File: src/rtl/adc_cal_pkg.sv
// Shared constants and FSM encoding for the IDELAYE2 tap calibration block.
package adc_cal_pkg;

    localparam int unsigned TAP_W    = 5;
    localparam int unsigned NUM_TAPS = 32;
    localparam int unsigned RUN_W    = 6;

    typedef enum logic [2:0] {
        IDLE,
        WAIT_RDY,
        LOAD,
        SETTLE,
        CHECK,
        SEARCH,
        APPLY,
        DONE
    } cal_state_e;

endpackage

File: src/rtl/idelay_tap_cal_if.sv
// Control/data bundle between the calibration controller, the delay lanes and the capture logic.
interface idelay_tap_cal_if
    import adc_cal_pkg::*;
#(
    parameter int unsigned LANES = 15
) ();

    logic                     idelay_rdy;
    logic                     cal_start;
    logic [LANES-1:0]         exp_pat;
    logic [LANES-1:0]         dat_in;
    logic                     dat_vld;
    logic [TAP_W*LANES-1:0]   cntvalue;
    logic [LANES-1:0]         ld;
    logic                     cal_busy;
    logic                     cal_done;
    logic [LANES-1:0]         cal_fail;

    modport master (
        output idelay_rdy, cal_start, exp_pat, dat_in, dat_vld,
        input  cntvalue, ld, cal_busy, cal_done, cal_fail
    );

    modport slave (
        input  idelay_rdy, cal_start, exp_pat, dat_in, dat_vld,
        output cntvalue, ld, cal_busy, cal_done, cal_fail
    );

endinterface

File: src/rtl/idelay_win_search.sv
// Serial longest-run finder over a 32-tap pass map; one tap per cycle, done pulses after tap 31.
module idelay_win_search
    import adc_cal_pkg::*;
(
    input  logic                clk_del,
    input  logic                rst_del_n,
    input  logic                start_i,
    input  logic [NUM_TAPS-1:0] map_i,
    output logic [TAP_W-1:0]    centre_o,
    output logic [RUN_W-1:0]    len_o,
    output logic                done_o
);

    logic [NUM_TAPS-1:0] map_q, map_d;
    logic [TAP_W-1:0]    idx_q, idx_d;
    logic [RUN_W-1:0]    run_q, run_d;
    logic [RUN_W-1:0]    len_q, len_d;
    logic [TAP_W-1:0]    centre_q, centre_d;
    logic                busy_q, busy_d;
    logic                done_q, done_d;
    logic [RUN_W-1:0]    run_inc;
    logic [RUN_W-1:0]    start_pos;

    always_comb begin
        map_d     = map_q;
        idx_d     = idx_q;
        run_d     = run_q;
        len_d     = len_q;
        centre_d  = centre_q;
        busy_d    = busy_q;
        done_d    = 1'b0;
        run_inc   = run_q + RUN_W'(1);
        start_pos = RUN_W'(idx_q) + RUN_W'(1) - run_inc;
        if (start_i) begin
            map_d    = map_i;
            idx_d    = '0;
            run_d    = '0;
            len_d    = '0;
            centre_d = '0;
            busy_d   = 1'b1;
        end else if (busy_q) begin
            if (map_q[idx_q]) begin
                run_d = run_inc;
                // Strictly longer only, so the earliest of equal-length runs is kept.
                if (run_inc > len_q) begin
                    len_d    = run_inc;
                    centre_d = TAP_W'(start_pos) + TAP_W'((run_inc - RUN_W'(1)) >> 1);
                end
            end else begin
                run_d = '0;
            end
            idx_d = idx_q + TAP_W'(1);
            if (idx_q == TAP_W'(NUM_TAPS - 1)) begin
                busy_d = 1'b0;
                done_d = 1'b1;
            end
        end
    end

    always_ff @(posedge clk_del or negedge rst_del_n) begin
        if (!rst_del_n) begin
            map_q    <= '0;
            idx_q    <= '0;
            run_q    <= '0;
            len_q    <= '0;
            centre_q <= '0;
            busy_q   <= 1'b0;
            done_q   <= 1'b0;
        end else begin
            map_q    <= map_d;
            idx_q    <= idx_d;
            run_q    <= run_d;
            len_q    <= len_d;
            centre_q <= centre_d;
            busy_q   <= busy_d;
            done_q   <= done_d;
        end
    end

    assign centre_o = centre_q;
    assign len_o    = len_q;
    assign done_o   = done_q;

endmodule

File: src/rtl/idelay_tap_cal.sv
// Sweeps all IDELAYE2 taps against a static ADC pattern and loads each lane's widest-window centre.
module idelay_tap_cal
    import adc_cal_pkg::*;
#(
    parameter int unsigned LANES       = 15,
    parameter int unsigned SETTLE_CYC  = 8,
    parameter int unsigned SAMPLES     = 64,
    parameter int unsigned MIN_WIN     = 4,
    parameter int unsigned DEFAULT_TAP = 0
) (
    input  logic            clk_del,
    input  logic            rst_del_n,
    idelay_tap_cal_if.slave cal_if
);

    localparam int unsigned SET_W  = $clog2(SETTLE_CYC + 1);
    localparam int unsigned SMP_W  = $clog2(SAMPLES + 1);
    localparam int unsigned LANE_W = (LANES > 1) ? $clog2(LANES) : 1;

    typedef logic [LANES-1:0][TAP_W-1:0]    lane_taps_t;
    typedef logic [LANES-1:0][NUM_TAPS-1:0] pass_map_t;

    cal_state_e        state_q, state_d;
    logic [TAP_W-1:0]  tap_q, tap_d;
    logic [SET_W-1:0]  set_cnt_q, set_cnt_d;
    logic [SMP_W-1:0]  smp_cnt_q, smp_cnt_d;
    logic [LANE_W-1:0] lane_q, lane_d;
    logic [LANES-1:0]  fail_acc_q, fail_acc_d;
    pass_map_t         pass_map_q, pass_map_d;
    lane_taps_t        tap_res_q, tap_res_d;
    lane_taps_t        cntvalue_q, cntvalue_d;
    logic [LANES-1:0]  ld_q, ld_d;
    logic [LANES-1:0]  fail_q, fail_d;
    logic              busy_q, busy_d;
    logic              done_q, done_d;
    logic              win_start_q, win_start_d;
    logic [LANES-1:0]  fail_now;
    logic [TAP_W-1:0]  win_centre;
    logic [RUN_W-1:0]  win_len;
    logic              win_done;

    idelay_win_search u_win_search (
        .clk_del   (clk_del),
        .rst_del_n (rst_del_n),
        .start_i   (win_start_q),
        .map_i     (pass_map_q[lane_q]),
        .centre_o  (win_centre),
        .len_o     (win_len),
        .done_o    (win_done)
    );

    always_comb begin
        state_d     = state_q;
        tap_d       = tap_q;
        set_cnt_d   = set_cnt_q;
        smp_cnt_d   = smp_cnt_q;
        lane_d      = lane_q;
        fail_acc_d  = fail_acc_q;
        pass_map_d  = pass_map_q;
        tap_res_d   = tap_res_q;
        cntvalue_d  = cntvalue_q;
        fail_d      = fail_q;
        done_d      = done_q;
        ld_d        = '0;
        win_start_d = 1'b0;
        fail_now    = fail_acc_q | (cal_if.dat_in ^ cal_if.exp_pat);

        unique case (state_q)
            IDLE: begin
                if (cal_if.cal_start) begin
                    state_d = WAIT_RDY;
                    done_d  = 1'b0;
                    fail_d  = '0;
                end
            end
            WAIT_RDY: begin
                if (cal_if.idelay_rdy) begin
                    tap_d      = '0;
                    cntvalue_d = '0;
                    ld_d       = '1;
                    state_d    = LOAD;
                end
            end
            LOAD, SETTLE, CHECK: begin
                // Losing IDELAYCTRL lock invalidates the sweep so far.
                if (!cal_if.idelay_rdy) begin
                    pass_map_d = '0;
                    state_d    = WAIT_RDY;
                end else if (state_q == LOAD) begin
                    set_cnt_d = '0;
                    state_d   = SETTLE;
                end else if (state_q == SETTLE) begin
                    if (set_cnt_q == SET_W'(SETTLE_CYC - 1)) begin
                        smp_cnt_d  = '0;
                        fail_acc_d = '0;
                        state_d    = CHECK;
                    end else begin
                        set_cnt_d = set_cnt_q + SET_W'(1);
                    end
                end else if (cal_if.dat_vld) begin
                    if (smp_cnt_q == SMP_W'(SAMPLES - 1)) begin
                        for (int unsigned i = 0; i < LANES; i++) begin
                            pass_map_d[i][tap_q] = ~fail_now[i];
                        end
                        if (tap_q == TAP_W'(NUM_TAPS - 1)) begin
                            lane_d      = '0;
                            win_start_d = 1'b1;
                            state_d     = SEARCH;
                        end else begin
                            tap_d      = tap_q + TAP_W'(1);
                            cntvalue_d = {LANES{tap_d}};
                            ld_d       = '1;
                            state_d    = LOAD;
                        end
                    end else begin
                        smp_cnt_d  = smp_cnt_q + SMP_W'(1);
                        fail_acc_d = fail_now;
                    end
                end
            end
            SEARCH: begin
                if (win_done) begin
                    if (win_len >= RUN_W'(MIN_WIN)) begin
                        tap_res_d[lane_q] = win_centre;
                    end else begin
                        tap_res_d[lane_q] = TAP_W'(DEFAULT_TAP);
                        fail_d[lane_q]    = 1'b1;
                    end
                    if (lane_q == LANE_W'(LANES - 1)) begin
                        cntvalue_d = tap_res_d;
                        ld_d       = '1;
                        state_d    = APPLY;
                    end else begin
                        lane_d      = lane_q + LANE_W'(1);
                        win_start_d = 1'b1;
                    end
                end
            end
            APPLY: begin
                done_d  = 1'b1;
                state_d = DONE;
            end
            DONE:    state_d = IDLE;
            default: state_d = IDLE;
        endcase

        busy_d = (state_d != IDLE) && (state_d != DONE);
    end

    always_ff @(posedge clk_del or negedge rst_del_n) begin
        if (!rst_del_n) begin
            state_q     <= IDLE;
            tap_q       <= '0;
            set_cnt_q   <= '0;
            smp_cnt_q   <= '0;
            lane_q      <= '0;
            fail_acc_q  <= '0;
            pass_map_q  <= '0;
            tap_res_q   <= '0;
            cntvalue_q  <= '0;
            ld_q        <= '0;
            fail_q      <= '0;
            busy_q      <= 1'b0;
            done_q      <= 1'b0;
            win_start_q <= 1'b0;
        end else begin
            state_q     <= state_d;
            tap_q       <= tap_d;
            set_cnt_q   <= set_cnt_d;
            smp_cnt_q   <= smp_cnt_d;
            lane_q      <= lane_d;
            fail_acc_q  <= fail_acc_d;
            pass_map_q  <= pass_map_d;
            tap_res_q   <= tap_res_d;
            cntvalue_q  <= cntvalue_d;
            ld_q        <= ld_d;
            fail_q      <= fail_d;
            busy_q      <= busy_d;
            done_q      <= done_d;
            win_start_q <= win_start_d;
        end
    end

    assign cal_if.cntvalue = cntvalue_q;
    assign cal_if.ld       = ld_q;
    assign cal_if.cal_busy = busy_q;
    assign cal_if.cal_done = done_q;
    assign cal_if.cal_fail = fail_q;

endmodule

File: src/flat_wrapper.sv
// flat-port wrapper written by rule: the top's interface ports become plain ports
module idelay_tap_cal_flat import adc_cal_pkg::*;
#(
    parameter int unsigned LANES       = 15,
    parameter int unsigned SETTLE_CYC  = 8,
    parameter int unsigned SAMPLES     = 64,
    parameter int unsigned MIN_WIN     = 4,
    parameter int unsigned DEFAULT_TAP = 0
)
  (clk_del, rst_del_n, cal_if_idelay_rdy, cal_if_cal_start, cal_if_exp_pat, cal_if_dat_in, cal_if_dat_vld, cal_if_cntvalue, cal_if_ld, cal_if_cal_busy, cal_if_cal_done, cal_if_cal_fail);
  idelay_tap_cal_if #(.LANES(LANES)) cal_if_i ();
  input  logic clk_del;
  input  logic rst_del_n;
  input wire logic [$bits(cal_if_i.idelay_rdy)-1:0] cal_if_idelay_rdy;
  input wire logic [$bits(cal_if_i.cal_start)-1:0] cal_if_cal_start;
  input wire logic [$bits(cal_if_i.exp_pat)-1:0] cal_if_exp_pat;
  input wire logic [$bits(cal_if_i.dat_in)-1:0] cal_if_dat_in;
  input wire logic [$bits(cal_if_i.dat_vld)-1:0] cal_if_dat_vld;
  output wire logic [$bits(cal_if_i.cntvalue)-1:0] cal_if_cntvalue;
  output wire logic [$bits(cal_if_i.ld)-1:0] cal_if_ld;
  output wire logic [$bits(cal_if_i.cal_busy)-1:0] cal_if_cal_busy;
  output wire logic [$bits(cal_if_i.cal_done)-1:0] cal_if_cal_done;
  output wire logic [$bits(cal_if_i.cal_fail)-1:0] cal_if_cal_fail;
  assign cal_if_i.idelay_rdy = cal_if_idelay_rdy;
  assign cal_if_i.cal_start = cal_if_cal_start;
  assign cal_if_i.exp_pat = cal_if_exp_pat;
  assign cal_if_i.dat_in = cal_if_dat_in;
  assign cal_if_i.dat_vld = cal_if_dat_vld;
  assign cal_if_cntvalue = cal_if_i.cntvalue;
  assign cal_if_ld = cal_if_i.ld;
  assign cal_if_cal_busy = cal_if_i.cal_busy;
  assign cal_if_cal_done = cal_if_i.cal_done;
  assign cal_if_cal_fail = cal_if_i.cal_fail;
  idelay_tap_cal #(.LANES(LANES), .SETTLE_CYC(SETTLE_CYC), .SAMPLES(SAMPLES), .MIN_WIN(MIN_WIN), .DEFAULT_TAP(DEFAULT_TAP)) u_core (.clk_del(clk_del), .rst_del_n(rst_del_n), .cal_if(cal_if_i));
endmodule
File: config.mk
export PLATFORM = sky130hd
export DESIGN_NAME = idelay_tap_cal_flat
export DESIGN_NICKNAME = d
export VERILOG_FILES = /design/src/rtl/adc_cal_pkg.sv /design/src/rtl/idelay_tap_cal_if.sv /design/src/rtl/idelay_win_search.sv /design/src/rtl/idelay_tap_cal.sv /design/src/flat_wrapper.sv
export SDC_FILE = /design/constraint.sdc
export NUM_CORES = 2
export LEC_CHECK = 0
export CAP_MARGIN = 20
export CORE_MARGIN = 2
export CORE_UTILIZATION = 55
export DETAILED_ROUTE_END_ITERATION = 10
export GPL_TIMING_DRIVEN = 0
export PLACE_DENSITY = 0.73
export SETUP_SLACK_MARGIN = 0.4
export SLEW_MARGIN = 20
export SYNTH_ARGS = -nofsm -noshare
export SYNTH_HDL_FRONTEND = slang
export SYNTH_HIERARCHICAL = 1
export SYNTH_SLANG_ARGS = --single-unit
export TNS_END_PERCENT = 10
File: constraint.sdc
create_clock -name clk_del -period 7.3 [get_ports clk_del]
set_input_delay 0.73 -clock clk_del [delete_from_list [all_inputs] [get_ports clk_del]]
set_output_delay 0.73 -clock clk_del [all_outputs]
set_load 0.01 [all_outputs]
* Word-level counts from Yosys, hierarchy flattened *
Cells that the tools add are included.

storage, ports and cells
  output and inout port bits = 107
  register bits = 757
  bits of input ports = 35
  word-level logic and storage cells = 286

operators by class
  bitwise operators = 21
  reductions and logical operators = 26
  $lt $le $gt $ge = 7
  eq/ne operators = 33
  multiplexer cells = 126
  $add $sub $neg = 10

operators by type and width
  kind                  number
  $mux W480             5
  $mux W75              10
  $bwmux W32            15
  $mux W15              16
  $pmux W75 S3          1
  $bmux W32 S4          1
  $and A75 B75 Y75      1
  $bwmux W75            1
  $not A75 Y75          1
  $mux W5               14
  $pmux W15 S3          1
  $mux W4               11
  $mux W6               7
  $mux W3               11
  $mux W32              1
  $or A15 B15 Y15       2
  $pmux W15 S2          1
  $mux W7               4
  $ne A2 B2 Y1 const B  13
  $demux W5 S4          1
  $mux W1               18
  $pmux W3 S6           1
  $reduce_bool A2 Y1    9
  $not A1 Y1            16
  41 further kinds      62

* Depth between registers and ports, before layout *
  word-level depth = 10
  depth in mapped cells = 13
  mapped depth without buffers = 13

* Modules after synthesis *
Netlist, hierarchy kept.

by module, submodules not included
  module             cells each  times used  seq. area each (um2)  area each (um2)
  idelay_tap_cal     2806        1           17191.5               30792.0
  idelay_win_search  289         1           1401.3                3194.3

* Worst setup path before layout *
OpenSTA, ideal clock, no wires.

  kind = register -> register
  from = register u_core.u_win_search.run_q[0]
  to = register u_core.u_win_search.centre_q[4] (netlist: u_core/u_win_search/centre_o[4])
  data required time = 7.222 ns
  arrival time = 3.022 ns
  buffers on the path = 0
  stages on the path, launching flop included = 14
  setup slack = 4.200 ns
  clock period less this slack = 3.100 ns
  library setup time = 0.078 ns
  cell sequence = dfrtp_1 > ha_1 > xor2_1 > nor2_1 > xnor2_1 > fa_1 > inv_1 > ha_1 > a21o_1 > a21oi_1 > xnor3_1 > xor2_1 > nand3_1 > a21oi_1

on the way
  longest elaborated chain between the ends = 7
  elaborated cells on any way between the ends = 11
  those cells by class = add/sub (4); order compare (1); mux (4); reduce/logical (2)

ends and longest elaborated chain
  item                                            line                                              RTL
  from (decl)                                     idelay_win_search.sv:16                           logic [RUN_W-1:0] run_q, run_d;
  from (signal assigned)                          idelay_win_search.sv:72                           run_q <= run_d;
  $add A6 B1 Y6 (*)                               idelay_win_search.sv:32                           run_inc = run_q + RUN_W'(1);
  $sub A6 B1 Y6 or $sub A5 B5 Y5 (tied branches)  idelay_win_search.sv:47, idelay_win_search.sv:33
  $add A5 B5 Y5                                   idelay_win_search.sv:47                           centre_d = TAP_W'(start_pos) + TAP_W'((run_inc - RUN_W'(1)) >> 1);
  $mux W5                                         idelay_win_search.sv:45                           if (run_inc > len_q) begin
  $mux W5                                         idelay_win_search.sv:42                           if (map_q[idx_q]) begin
  $mux W5                                         idelay_win_search.sv:41                           end else if (busy_q) begin
  $mux W5                                         idelay_win_search.sv:34                           if (start_i) begin
  to (signal assigned)                            idelay_win_search.sv:74                           centre_q <= centre_d;
  to (decl)                                       idelay_win_search.sv:18                           logic [TAP_W-1:0] centre_q, centre_d;

Every way passes the cells marked *; elsewhere a longest branch is shown, timed or not. The select of a mux whose other input is x is not followed.
A chain may end at the register's enable or synchronous reset.

* Worst setup path in the final report *
  from = register u_core.lane_q[0]
  to = register u_core.cntvalue_q, in the netlist u_core/cal_if.cntvalue[35]

on the way
  longest elaborated chain between the ends = 10
  elaborated cells on any way between the ends = 15
  those cells by class = order compare (2); eq/ne (2); mux (7); bitwise (2); reduce/logical (2)

ends and longest elaborated chain
  item                                                                line                                          RTL
  from (decl)                                                         idelay_tap_cal.sv:27                          logic [LANE_W-1:0] lane_q, lane_d;
  from (signal assigned)                                              idelay_tap_cal.sv:171                         lane_q <= lane_d;
  $lt A4 B5 Y1 (not written as such) or $ge A4 B1 Y1 (tied branches)  idelay_tap_cal.sv:124, idelay_tap_cal.sv:126
  $logic_and A1 B1 Y1 (not written as such)                           idelay_tap_cal.sv:124, idelay_tap_cal.sv:126
  $mux W5 (not written as such)                                       idelay_tap_cal.sv:124, idelay_tap_cal.sv:126
  $demux W5 S4                                                        -
  $not A75 Y75 (no source line)                                       -
  $and A75 B75 Y75 (no source line)                                   -
  $mux W75                                                            idelay_tap_cal.sv:123                         if (win_len >= RUN_W'(MIN_WIN)) begin
  $mux W75                                                            idelay_tap_cal.sv:129                         if (lane_q == LANE_W'(LANES - 1)) begin
  $mux W75                                                            idelay_tap_cal.sv:122                         if (win_done) begin
  $pmux W75 S3                                                        idelay_tap_cal.sv:68                          unique case (state_q)
  to (signal assigned)                                                idelay_tap_cal.sv:175                         cntvalue_q <= cntvalue_d;
  to (decl)                                                           idelay_tap_cal.sv:31                          lane_taps_t cntvalue_q, cntvalue_d;

Parallel ways exist; a longest one is shown, timed or not. The select of a mux whose other input is x is not followed.

==> impl_metrics.env <==
export IMPL_grt_usage_pct=31.9
export IMPL_syn_cell_area_sq_um=34000
export IMPL_slew_viol_final=0
export IMPL_p_sw_mw=3.04
export IMPL_power_frac_comb_pct=18.3
export IMPL_path_max_fanout=10
export IMPL_crit_slowest_cell="buf_1"
export IMPL_startpoint_type="flip-flop"
export IMPL_rsz0062_at_grt="no"
export IMPL_start_util_pct=55.4
export IMPL_fill_cells=4659
export IMPL_worstSetupPathType="flip-flop to flip-flop"
export IMPL_seqCellArea_sq_um=18600
export IMPL_yosys_top_cells_count="dfrtp_1 (743), nand2_1 (543), o21ai_1 (280)"
export IMPL_endpoint_kind="flip-flop"
export IMPL_worstPathCellList="clkbuf_1 > buf_2 > buf_1 > inv_1 > ha_1 > clkbuf_1 > and3_1 > nand3_1 > nand2_1 > buf_2 > buf_4 > mux2_2"
export IMPL_cts_buffer_depth=3
export IMPL_core_sq_um=61400
export IMPL_cts_buffers_inserted=79
export IMPL_die_w_um=253
export IMPL_fin_crit_sh_pct=56.5
export IMPL_min_from="u_core/pass_map_q[202]"
export IMPL_synth_largest_area_cell="dfrtp_1"
export IMPL_grt_start_max_net_pins=108
export IMPL_status="finished clean"
export IMPL_max_stage_delay_ns=0.74
export IMPL_synth_nets=3157
export IMPL_syn_to_final_growth_pct=15.7
export IMPL_grt_pass1_wl_um=155000
export IMPL_via_per_inst=6.40
export IMPL_drc_errors=0
export IMPL_final_antenna_net_count=0
export IMPL_worst_ep_required_time_ns=7.80
export IMPL_gp_congestion=0.921
export IMPL_ioPinCount=142
export IMPL_synth_avg_cell_area_sq_um=11.0
export IMPL_n_antenna_cell=0
export IMPL_place_area_sq_um=36600
export IMPL_clk_latency_ns=0.63
export IMPL_seqPwrFrac_pct=42.9
export IMPL_hold_viol=0
export IMPL_synth_top_area_share_pct=54.7
export IMPL_drtPass1Iterations=9
export IMPL_row_count=91
export IMPL_grt_overflow=0
export IMPL_reg2reg_setup_slack_ns=3.17
export IMPL_skew_ns=0.0208
export IMPL_drt_total_wl_um=101000
export IMPL_fin_setup_tns_ns=0
export IMPL_yosysSeqAreaShare_pct=54.7
export IMPL_yosysMostFrequentCell="dfrtp_1"
export IMPL_synth_cells=3095
export IMPL_slew_headroom_pct=24.0
export IMPL_design_area_sq_um=39300
export IMPL_multiInputGateArea_sq_um=14300
export IMPL_fp_dieArea_sq_um=63800
export IMPL_nNetsFinal=3390
export IMPL_grt_pass1_vias=26700
export IMPL_vias=26800
export IMPL_period_needed_ns=4.13
export IMPL_grt_antenna_before_repair=2
export IMPL_min_path_type="flip-flop to flip-flop"
export IMPL_synthTopCellsByArea="dfrtp_1 (55%), mux4_2 (8.5%), nand2_1 (6.0%), o21ai_1 (4.1%), o21ai_0 (3.7%)"
export IMPL_wl_per_cell_um=24.1
export IMPL_htree_levels=3
export IMPL_powerDensity_nw_per_um2=265
export IMPL_async_flop_share_pct=100
export IMPL_dpl_hpwl_um=68700
export IMPL_synth_ff_type="dfrtp_1"
export IMPL_cp_arrival_ns=4.63
export IMPL_peakVddDrop_v=0.000231
export IMPL_drtIter0Drc=3185
export IMPL_ys_ff_latch=743
export IMPL_worstSetupStartpoint="u_core/lane_q[0]"
export IMPL_root_buffer="clkbuf_16"
export IMPL_p_int_mw=7.38
export IMPL_yosysUniqueCellTypes=70
export IMPL_drive_above_1_share_pct=14.0
export IMPL_cts_resized=0
export IMPL_power_leakage_nw=16.7
export IMPL_p_sw_share_pct=29.2
export IMPL_yosysWarnings=6
export IMPL_final_cells=4181
export IMPL_synth_edff_count=0
export IMPL_dp_cells=4035
export IMPL_fmax_mhz=242
export IMPL_port_buffers=141
export IMPL_die_y_um=253
export IMPL_r2r_start="u_core/lane_q[0]"
export IMPL_clkPwrFrac_pct=38.8
export IMPL_clk_pin_slew_ns=0.06
export IMPL_tightest_slew_ns=1.14
export IMPL_tritoncts="built"
export IMPL_maxCapViolations=0
export IMPL_setup_viol=0
export IMPL_clock_sinks=743
export IMPL_finalPower_mw=10.4
placed cells by master, fill, tap and decap left out, types with 12 or more instances in the layout:
cell             instances
o21ai_0                248
xor2_1                  19
mux2_2                 108
nand2_1                543
xnor2_1                 13
buf_4                   21
a21oi_1                136
nor2_1                 142
clkbuf_8                21
o21ai_1                280
clkbuf_1               188
o41ai_1                 13
o31ai_1                 31
buf_2                   51
nor3_1                  15
nand3_1                 29
a22o_1                 120
nand2b_1                23
clkbuf_16               83
nand3b_1                12
dfrtp_1                743
ha_1                    25
clkdlybuf4s50_1        140
inv_1                   23
nor2b_1                 14
mux2i_1                 72
mux4_2                 128
layer usage:
metal | wire length, um | global-route usage (%) | vias up
met5 | 17 | 0 | -
met4 | 5450 | 16.4 | 2
met3 | 10200 | 8.16 | 321
met2 | 46100 | 48.6 | 1486
met1 | 39100 | 42.6 | 13500
li1 | - | - | 11500
area by class of cell:
| cell class | count | share of cell area [%] |
|---|---|---|
| Timing Repair Buffer | 152 | 4.25 |
| Clock buffer | 130 | 6.27 |
| Inverter | 23 | 0.220 |
| Clock inverter | 14 | 0.404 |
| Multi-Input combinational cell | 2081 | 36.3 |
| Buffer | 248 | 2.78 |
| Sequential cell | 743 | 47.3 |
| Tap cell | 790 | 2.51 |
timing repair:
action	4_1_cts	5_1_grt
hold buffers	1	0
endpoints found under the hold margin	21	0
buffers inserted	0	0
cell families after synthesis:
logic type / Yosys count / share of synthesized area (%)
simple gates: 840 / 10.6
flops: 743 / 54.7
mux: 309 / 14.2
fa+ha+maj: 27 / 1.04
buf+inv: 271 / 3.45
compound gates: 869 / 14.9
xor+xnor: 36 / 1.10
flip-flops by register name, indices dropped and copies added, names as in the netlist, 4 cells and up:
signal / flops
u_core/tap_res_q: 75
u_core/u_win_search/idx_q: 5
u_core/lane_q: 4
u_core/pass_map_q: 480
u_core/set_cnt_q: 4
u_core/tap_q: 5
u_core/cal_if.cntvalue: 75
u_core/smp_cnt_q: 7
u_core/u_win_search/run_q: 6
u_core/fail_acc_q: 15
u_core/u_win_search/map_q: 32
u_core/u_win_search/len_o: 6
u_core/cal_if.cal_fail: 15
u_core/u_win_search/centre_o: 5
path summary, 6_finish.rpt:
kind,to,cells after the start
setup / recovery,u_core/cal_if.cntvalue[35],12
hold / removal,u_core/pass_map_q[202],2
setup reg to reg,u_core/cal_if.cntvalue[35],12
hold reg to reg,u_core/pass_map_q[202],2
max in group asynchronous,u_core/pass_map_q[312],5
min in group asynchronous,u_core/pass_map_q[392],2
power groups by stage:
stage	Combinational (mW)	Sequential, mW	Clock [mW]
final	1.91	4.47	4.05
after global routing	2.04	4.49	4.26
after CTS	1.88	4.47	4.10
after detailed placement	1.86	4.54	0
after global placement	1.79	4.54	0
after floorplan	1.01	4.55	0
worst max-delay path, delay by kind of cell (launching register included):
family / cells / cell delay, ns
buffers and inverters: 7 / 2.43
AND/OR/NAND/NOR: 3 / 0.63
flip-flops: 1 / 0.38
multiplexers: 1 / 0.29
adder cells (fa/ha/maj): 1 / 0.24
stage by stage:
stage | setup slack, ns | util, % | hold slack [ns]
2_1_floorplan | 4.20 | - | 0.434
3_3_place_gp | -25.70 | 59.3 | 0.451
3_5_place_dp | 3.09 | 59.7 | 0.457
4_1_cts | 3.26 | 64.0 | 0.471
5_1_grt | 3.06 | 64.1 | 0.501
6_report | 3.17 | 64.1 | 0.474
Power figures use the tool's default switching activity.
